### src/rtl/rider_steer_ctrl.sv
// Rider-presence and steering-enable controller for a self-balancing platform.
// It weighs the left/right load cells, waits for a balanced mount, and debounces step-off.
module rider_steer_ctrl #(
  parameter int unsigned LC_W         = 12,
  parameter int unsigned MIN_RIDER_WT = 12'h200,
  parameter int unsigned HYST         = 12'h040,
  parameter int unsigned SETTLE_CNT   = 65_000_000,
  parameter int unsigned STEPOFF_CNT  = 2_500_000
) (
  input  logic            clk,
  input  logic            rst,
  input  logic [LC_W-1:0] lft_ld,
  input  logic [LC_W-1:0] rght_ld,
  input  logic            ld_vld,
  output logic            en_steer,
  output logic            rider_off,
  output logic [1:0]      state_o
);

  localparam int unsigned SUM_W = LC_W + 1;
  localparam int unsigned CMP_W = LC_W + 5;
  localparam int unsigned TMR_W = $clog2(SETTLE_CNT);
  localparam int unsigned DB_W  = $clog2(STEPOFF_CNT);

  localparam logic [SUM_W-1:0] HI_TH    = SUM_W'(MIN_RIDER_WT + HYST);
  localparam logic [SUM_W-1:0] LO_TH    = SUM_W'(MIN_RIDER_WT - HYST);
  localparam logic [TMR_W-1:0] TMR_LAST = TMR_W'(SETTLE_CNT - 1);
  localparam logic [DB_W-1:0]  DB_LAST  = DB_W'(STEPOFF_CNT - 1);

  typedef enum logic [1:0] {
    IDLE     = 2'd0,
    WAIT_BAL = 2'd1,
    STEER    = 2'd2,
    STEP_OFF = 2'd3
  } state_t;

  state_t            state_q, state_d;
  logic [LC_W-1:0]   lft_q, rght_q;
  logic [TMR_W-1:0]  tmr_q, tmr_d;
  logic [DB_W-1:0]   db_q, db_d;

  logic [SUM_W-1:0]  sum;
  logic [LC_W-1:0]   diff;
  logic [CMP_W-1:0]  sum_x, diff_x;
  logic              sum_gt_min, sum_lt_min;
  logic              diff_gt_1_4, diff_gt_15_16;
  logic              tmr_full, db_full, tmr_clr;

  // Every decision is made from the registered samples, one cycle behind ld_vld.
  always_comb begin
    sum           = SUM_W'(lft_q) + SUM_W'(rght_q);
    diff          = (lft_q >= rght_q) ? (lft_q - rght_q) : (rght_q - lft_q);
    sum_x         = CMP_W'(sum);
    diff_x        = CMP_W'(diff);
    sum_gt_min    = (sum > HI_TH);
    sum_lt_min    = (sum < LO_TH);
    diff_gt_1_4   = ((diff_x << 2) > sum_x);
    diff_gt_15_16 = ((diff_x << 4) > ((sum_x << 4) - sum_x));
    tmr_full      = (tmr_q == TMR_LAST);
    db_full       = (db_q == DB_LAST);
  end

  // Loss of weight outranks every balance condition in every state.
  always_comb begin
    state_d = state_q;
    tmr_clr = 1'b0;
    unique case (state_q)
      IDLE: begin
        if (sum_gt_min) begin
          tmr_clr = 1'b1;
          state_d = WAIT_BAL;
        end
      end
      WAIT_BAL: begin
        if (sum_lt_min)       state_d = IDLE;
        else if (diff_gt_1_4) tmr_clr = 1'b1;
        else if (tmr_full)    state_d = STEER;
      end
      STEER: begin
        if (sum_lt_min)         state_d = IDLE;
        else if (diff_gt_15_16) state_d = STEP_OFF;
      end
      STEP_OFF: begin
        if (sum_lt_min)          state_d = IDLE;
        else if (!diff_gt_15_16) state_d = STEER;
        else if (db_full) begin
          tmr_clr = 1'b1;
          state_d = WAIT_BAL;
        end
      end
      default: state_d = IDLE;
    endcase
  end

  // The debounce count is held at zero outside STEP_OFF, so each entry starts fresh.
  always_comb begin
    tmr_d = tmr_clr ? '0 : (tmr_full ? tmr_q : tmr_q + TMR_W'(1));
    if (state_q != STEP_OFF) db_d = '0;
    else                     db_d = db_full ? db_q : db_q + DB_W'(1);
  end

  always_ff @(posedge clk or posedge rst) begin
    if (rst) begin
      state_q <= IDLE;
      lft_q   <= '0;
      rght_q  <= '0;
      tmr_q   <= '0;
      db_q    <= '0;
    end else begin
      state_q <= state_d;
      tmr_q   <= tmr_d;
      db_q    <= db_d;
      if (ld_vld) begin
        lft_q  <= lft_ld;
        rght_q <= rght_ld;
      end
    end
  end

  assign en_steer  = (state_q == STEER) || (state_q == STEP_OFF);
  assign rider_off = (state_q == IDLE) || sum_lt_min;
  assign state_o   = state_q;

endmodule

### config.mk
export PLATFORM = sky130hd
export DESIGN_NAME = rider_steer_ctrl
export DESIGN_NICKNAME = d
export VERILOG_FILES = /design/src/rtl/rider_steer_ctrl.sv
export SDC_FILE = /design/constraint.sdc
export NUM_CORES = 1
export LEC_CHECK = 0
export BUFFER_PORTS_ARGS = -buffer_cell sky130_fd_sc_hd__buf_2
export CAP_MARGIN = 20
export CORE_MARGIN = 3
export CORE_UTILIZATION = 35
export CTS_BUF_LIST = sky130_fd_sc_hd__clkbuf_4
export DETAILED_ROUTE_END_ITERATION = 10
export PLACE_DENSITY = 0.47
export SLEW_MARGIN = 20
export SYNTH_ARGS = -nofsm -noshare
export SYNTH_HDL_FRONTEND = slang
export SYNTH_SLANG_ARGS = --single-unit
export TNS_END_PERCENT = 5
### constraint.sdc
create_clock -name clk -period 6.9 [get_ports clk]
set_input_delay 0.69 -clock clk [delete_from_list [all_inputs] [get_ports clk]]
set_output_delay 0.69 -clock clk [all_outputs]
set_load 0.01 [all_outputs]
==> results.cfg, run 1 <==
[outcome]
run_status = finished, final reports clean

[clocking]
ctsHoldBuffers = 0
clockRootBuffer = clkbuf_4
ctsResizeCount = 0
cts_setup_buffers = 0
cts_tree = yes
htreeDepth = 3
clk_pin_slew_ns = 0.14
insertion_delay_ns = 0.49
numClockSinks = 74
numCtsBuffers = 9
cts_buffer_depth = 2

[drt]
drt-total-wl_um = 16400
ant_nets = 0
drc = 0
avgRoutedWirePerCell_um = 15.9
drt-initial-drc-count = 269
drtPass1Iterations = 5
viasPerCell = 5.42
vias = 5581

[finish]
fillCellCount = 1875
final_cell_count_no_fill = 1029
layout-drive-gt1-share_pct = 13.2
final_cell_mix = 74 x dfrtp_1, 73 x nand2_1, 66 x ha_1
syn2layout_area_growth_pct = 8.29
layout_commonest_cell = dfrtp_1
nNetsFinal = 889

[die]
start_util_pct = 36.3
fp.dieArea_um2 = 20700
fp.dieH_um = 144
io_pins = 31
chipWidth_um = 144
fp.coreArea_um2 = 18300
rows = 49

[placement]
dp_hpwl_um = 12300
place_congestion = 0.910
numPortBuffers = 30
dp.cells = 1010

[logic_synthesis]
syn_inst = 770
synth_edf_count = 0
yosys_warnings = 0
syn_area_per_cell_um2 = 8.62
netlist_top_cells_area = dfrtp_1 28%, ha_1 12%, xnor2_1 4.9%, xor2_1 4.4%, nand2_1 4.1%
synth.distinct_cells = 75
synth_top_area_cell = dfrtp_1
syn_area_um2 = 6640
syn_nets = 866
synth_flop_cell = dfrtp_1
async_reset_ff_share_pct = 100
ys_seq_elements = 74
netlist.area_leader.share_pct = 27.9
ys_seq_area_share_pct = 27.9

[grt]
grt_overflow = 0
grt_pass1_vias = 5673
grt_max_degree = 75
grt_pass1_wl_um = 27400
grtUsageTotal_pct = 16.5
antenna_found_initial = 1

[power_and_ir_drop]
ir_drop_mv = 0.123
power_density_nw_per_um2 = 300
p_leak_uw = 0.00311

[worst_setup_path]
cp_data_arrival_time_ns = 6.73
path_max_fanout = 13
timing.rr.start = lft_q[1]
r2r_setup_slack_ns = 0.59
cp.required_ns = 7.33
r2r_cells = 24
crit_type = register to register
end_kind = register
start_kind = register
timing.rr.end = tmr_q[14]

[timing]
finalCriticalPeriod_ns = 6.31
period_share_pct = 91.4
rsz0062_at_grt = no
tns_ns = 0
setup_violations = 0
tightest_slew_ns = 0.830
drv_slew = 0
hold_viol = 0
fin_skew_ns = 0.0225
fmax_mhz = 159
max-slew-margin-rel_pct = 44.6

[min_path]
hp-class = input pin to asynchronous set/reset pin

[run]
max_cap_viol_count = 0
==> flip-flops by register name, summed over array words and instances, names as in the netlist <==
signal / count
db_q: 22
tmr_q: 26
state_o: 2
lft_q: 12
rght_q: 12
==> layer usage <==
layer | global-route usage (%) | share of wire, %
met1 | 21.6 | 47
met2 | 26.9 | 46
met3 | 2.60 | 4.1
met4 | 7.28 | 2.9
met5 | 0 | 0
==> stage by stage <==
stage               hold WS [ns]  total power [uW]  setup WS (ns)  cell area, um^2  utilization (%)
floorplan                  0.497              1530           1.48             6640                -
global placement           0.520              1820          0.679             7000             38.3
detailed placement         0.527              1820          0.459             7000             38.3
CTS                        0.364              2170          0.424             7160             39.2
global route               0.386              2360         0.0816             7190             39.4
finish                     0.374              2160          0.595             7190             39.4
==> logic make-up (layout without fill, tap and decap cells) <==
kind of cell | count (synthesis) | in the layout | synth area share [%]
multiplexers | 18 | 18 | 2.94
flip-flops | 74 | 74 | 27.9
other | 0 | 2 | 0
buffers and inverters | 85 | 112 | 5.39
XOR/XNOR | 76 | 76 | 11.1
AO/OA/AOI/OAI | 199 | 200 | 20.8
AND/OR/NAND/NOR | 247 | 247 | 18.2
adder cells (fa/ha/maj) | 71 | 71 | 13.6
==> worst max path at each step <==
stage               depth (start not counted)      from   endpoint
floorplan                                  27  lft_q[5]   tmr_q[1]
global placement                           26  lft_q[6]  tmr_q[20]
detailed placement                         26  lft_q[1]  tmr_q[22]
CTS                                        26  lft_q[1]  tmr_q[23]
global route                               26  lft_q[1]  tmr_q[23]
finish                                     24  lft_q[1]  tmr_q[14]
==> synth_stat cells (11+ instances only) <==
cell type / n
a21oi_1: 45
a21oi_2: 23
clkbuf_1: 13
dfrtp_1: 74
ha_1: 66
inv_1: 54
mux2i_1: 11
nand2_1: 73
nand3_1: 22
nand4_1: 20
nor2_1: 61
o21ai_0: 47
or3_1: 11
xnor2_1: 37
xor2_1: 33
==> final cells by class <==
| class | instances | area [um^2] | area share, % |
|---|---|---|---|
| antenna | 2 | 5.00 | 0.0696 |
| clock buffer | 9 | 67.6 | 0.940 |
| clock inverter | 7 | 92.6 | 1.29 |
| inverter | 57 | 214 | 2.98 |
| multi-input combinational | 612 | 4450 | 61.9 |
| sequential | 74 | 1850 | 25.8 |
| tap | 229 | 287 | 3.98 |
| timing repair buffer | 39 | 221 | 3.08 |
==> critical path, stage by stage, from the launching register on <==
cell      delay (ns)
dfrtp_1         0.45
inv_1           0.14
fa_1            0.47
o21bai_1        0.24
a21oi_1         0.12
xor2_1          0.39
inv_1           0.19
ha_1            0.40
nand4_1         0.11
mux2i_1         0.29
o21ai_0         0.17
o211ai_1        0.25
a41oi_2         0.21
xor2_1          0.20
ha_1            0.31
a21o_1          0.19
a21o_1          0.17
a21o_1          0.16
a21o_1          0.17
a211o_1         0.28
o221ai_1        0.27
nor3_1          0.10
mux2i_2         0.40
a31oi_4         0.37
a21oi_2         0.20
==> where the power goes <==
| part | internal, uW | switching (uW) |
|---|---|---|
| logic | 548 | 806 |
| registers | 454 | 26.7 |
| clock network | 146 | 178 |
No activity file was read; power rests on OpenSTA's default activity.
==> inputs of run 2 (changes only) <==
--- a/config.mk
+++ b/config.mk
@@ -9,2 +9,3 @@
 export CAP_MARGIN = 20
+export CORE_ASPECT_RATIO = 1.5
 export CORE_MARGIN = 3
==> constraint.sdc (replaced) <==
create_clock -name clk -period 6.9 [get_ports clk]
set_input_delay 1.38 -clock clk [delete_from_list [all_inputs] [get_ports clk]]
set_output_delay 1.38 -clock clk [all_outputs]
set_load 0.01 [all_outputs]
==> results.cfg, run 2 (synthesized netlist as in run 1, its figures left out) <==
[timing]
setup_violations = 0
rsz0062_at_grt = no
hold_viol = 0
hold_slack_ns = 0.567
tightest_slew_ns = 0.932
tns_ns = 0
fmax_mhz = 158
period_share_pct = 91.5
fin_skew_ns = 0.0187
max-slew-margin-rel_pct = 37.7
drv_slew = 0
finalCriticalPeriod_ns = 6.32

[grt]
grt.met2_usage_pct = 32.8
antenna_found_initial = 1
top_usage_layer = met2
met3_usage_pct = 2.56
grt_use_met1_pct = 18.7
grt_max_degree = 75
grtUsageTotal_pct = 16.9
grt_overflow = 0
grt_pass1_vias = 5793
grt_pass1_wl_um = 28700

[finish]
largestRegisters = tmr_q: 26 flops, db_q: 22 flops
syn2layout_area_growth_pct = 8.67
largest_register_ffs = 26
seq_area_um2 = 1850
utilization_pct = 38.7
multi_input_area_um2 = 4450
fillCellCount = 1964
layout-drive-gt1-share_pct = 13.5
nNetsFinal = 890
final_cell_count_no_fill = 1052
regMostFlops = tmr_q
layout_commonest_cell = dfrtp_1
final_cell_mix = 74 x dfrtp_1, 73 x nand2_1, 66 x ha_1

[die]
start_util_pct = 35.7
fp.dieArea_um2 = 20700
rows = 61
io_pins = 31
chipWidth_um = 118
fp.dieH_um = 175
fp.coreArea_um2 = 18600

[clocking]
numCtsBuffers = 9
cts_buffer_depth = 2
clk_pin_slew_ns = 0.14
htreeDepth = 3
clockRootBuffer = clkbuf_4
cts_setup_buffers = 0
numClockSinks = 74
ctsHoldBuffers = 0
insertion_delay_ns = 0.47
cts_tree = yes

[drt]
avgRoutedWirePerCell_um = 16.3
drt-total-wl_um = 17200
ant_nets = 0
drc = 0
drtPass1Iterations = 5
drt-initial-drc-count = 249
vias = 5505
viasPerCell = 5.23

[worst_setup_path]
worst_path_largest_cell_delay_ns = 0.47
path_max_fanout = 13
crit_slowest_cell = a311o_2
cp.required_ns = 7.29
end_kind = register
cp_cell_sequence = inv_1 -> ha_1 -> nor2b_1 -> or3_1 -> a21boi_1 -> a311o_2 -> inv_2 -> ha_1 -> a21oi_1 -> nand2_1 -> mux2_4 -> a41oi_2 -> xor2_1 -> ha_1 -> a21o_1 -> a21o_1 -> a21o_1 -> a21o_1 -> a211o_1 -> o221ai_1 -> nor3_1 -> mux2i_2 -> a31oi_4 -> a21oi_2
start_kind = register
worst-path-buf-inv = 2
cpMostUsedCell = a21o_1
crit_family = compound AO/OA/AOI/OAI gates
cp_data_arrival_time_ns = 6.71
crit_type = register to register

[placement]
numPortBuffers = 30
dp_hpwl_um = 13200
dp.cells = 1033
place_congestion = 0.869

[power_and_ir_drop]
power_density_nw_per_um2 = 300
ir_drop_mv = 0.120
p_leak_uw = 0.00310

[outcome]
run_status = finished, final reports clean

[min_path]
hp-class = register to register

[run]
max_cap_viol_count = 0
## run 2: tightest hold or removal path, stage by stage (launching register included)
cell     delay (ns)
dfrtp_1        0.41
inv_1          0.07
o21ai_0        0.07
## run 2: per-stage QoR
stage	worst slack, ns	total power, uW	cell area, um^2
finish	0.583	2160	7220
global route	0.161	2350	7220
CTS	0.369	2170	7170
global placement	0.626	1850	7030
detailed placement	0.432	1860	7030
floorplan	1.48	1530	6640
## run 2: repair_timing
| action | CTS | global route |
|---|---|---|
| resized for setup | 0 | 2 |
| hold endpoints to repair | 0 | 0 |
| setup endpoints to repair | 0 | 26 |
## run 2: area by class of cell
cell class | instances | share of cell area, %
diodes | 1 | 0.0347
clock buffers | 10 | 1.04
clock inverters | 6 | 0.919
inverters | 57 | 2.97
multi-input cells | 612 | 61.7
flip-flops and latches | 74 | 25.7
well taps | 252 | 4.37
repair buffers | 40 | 3.29
## run 2: layer usage
metal  share of wire (%)  vias up
met2                  55       68
met4                 2.0        0
met3                 1.9       22
met1                  41     2641
li1                    -     2774
met5                   0        -
## run 2: worst paths after layout
kind                                 start  slack (ns)  cells past startpoint          to
worst min-delay path            rght_q[11]        0.57                      2  rght_q[11]
worst max-delay path              lft_q[6]        0.58                     24   tmr_q[16]
worst min register to register  rght_q[11]        0.57                      2  rght_q[11]
min in group asynchronous              rst        0.99                      3    db_q[13]
max in group asynchronous              rst        5.32                      4   tmr_q[25]
worst max register to register    lft_q[6]        0.58                     24   tmr_q[16]
## run 2: where the power goes
part | switching, uW | total [uW] | internal [uW]
sequential | 26.7 | 481 | 454
combinational | 833 | 1390 | 553
clock | 182 | 297 | 115
total | 1040 | 2160 | 1120
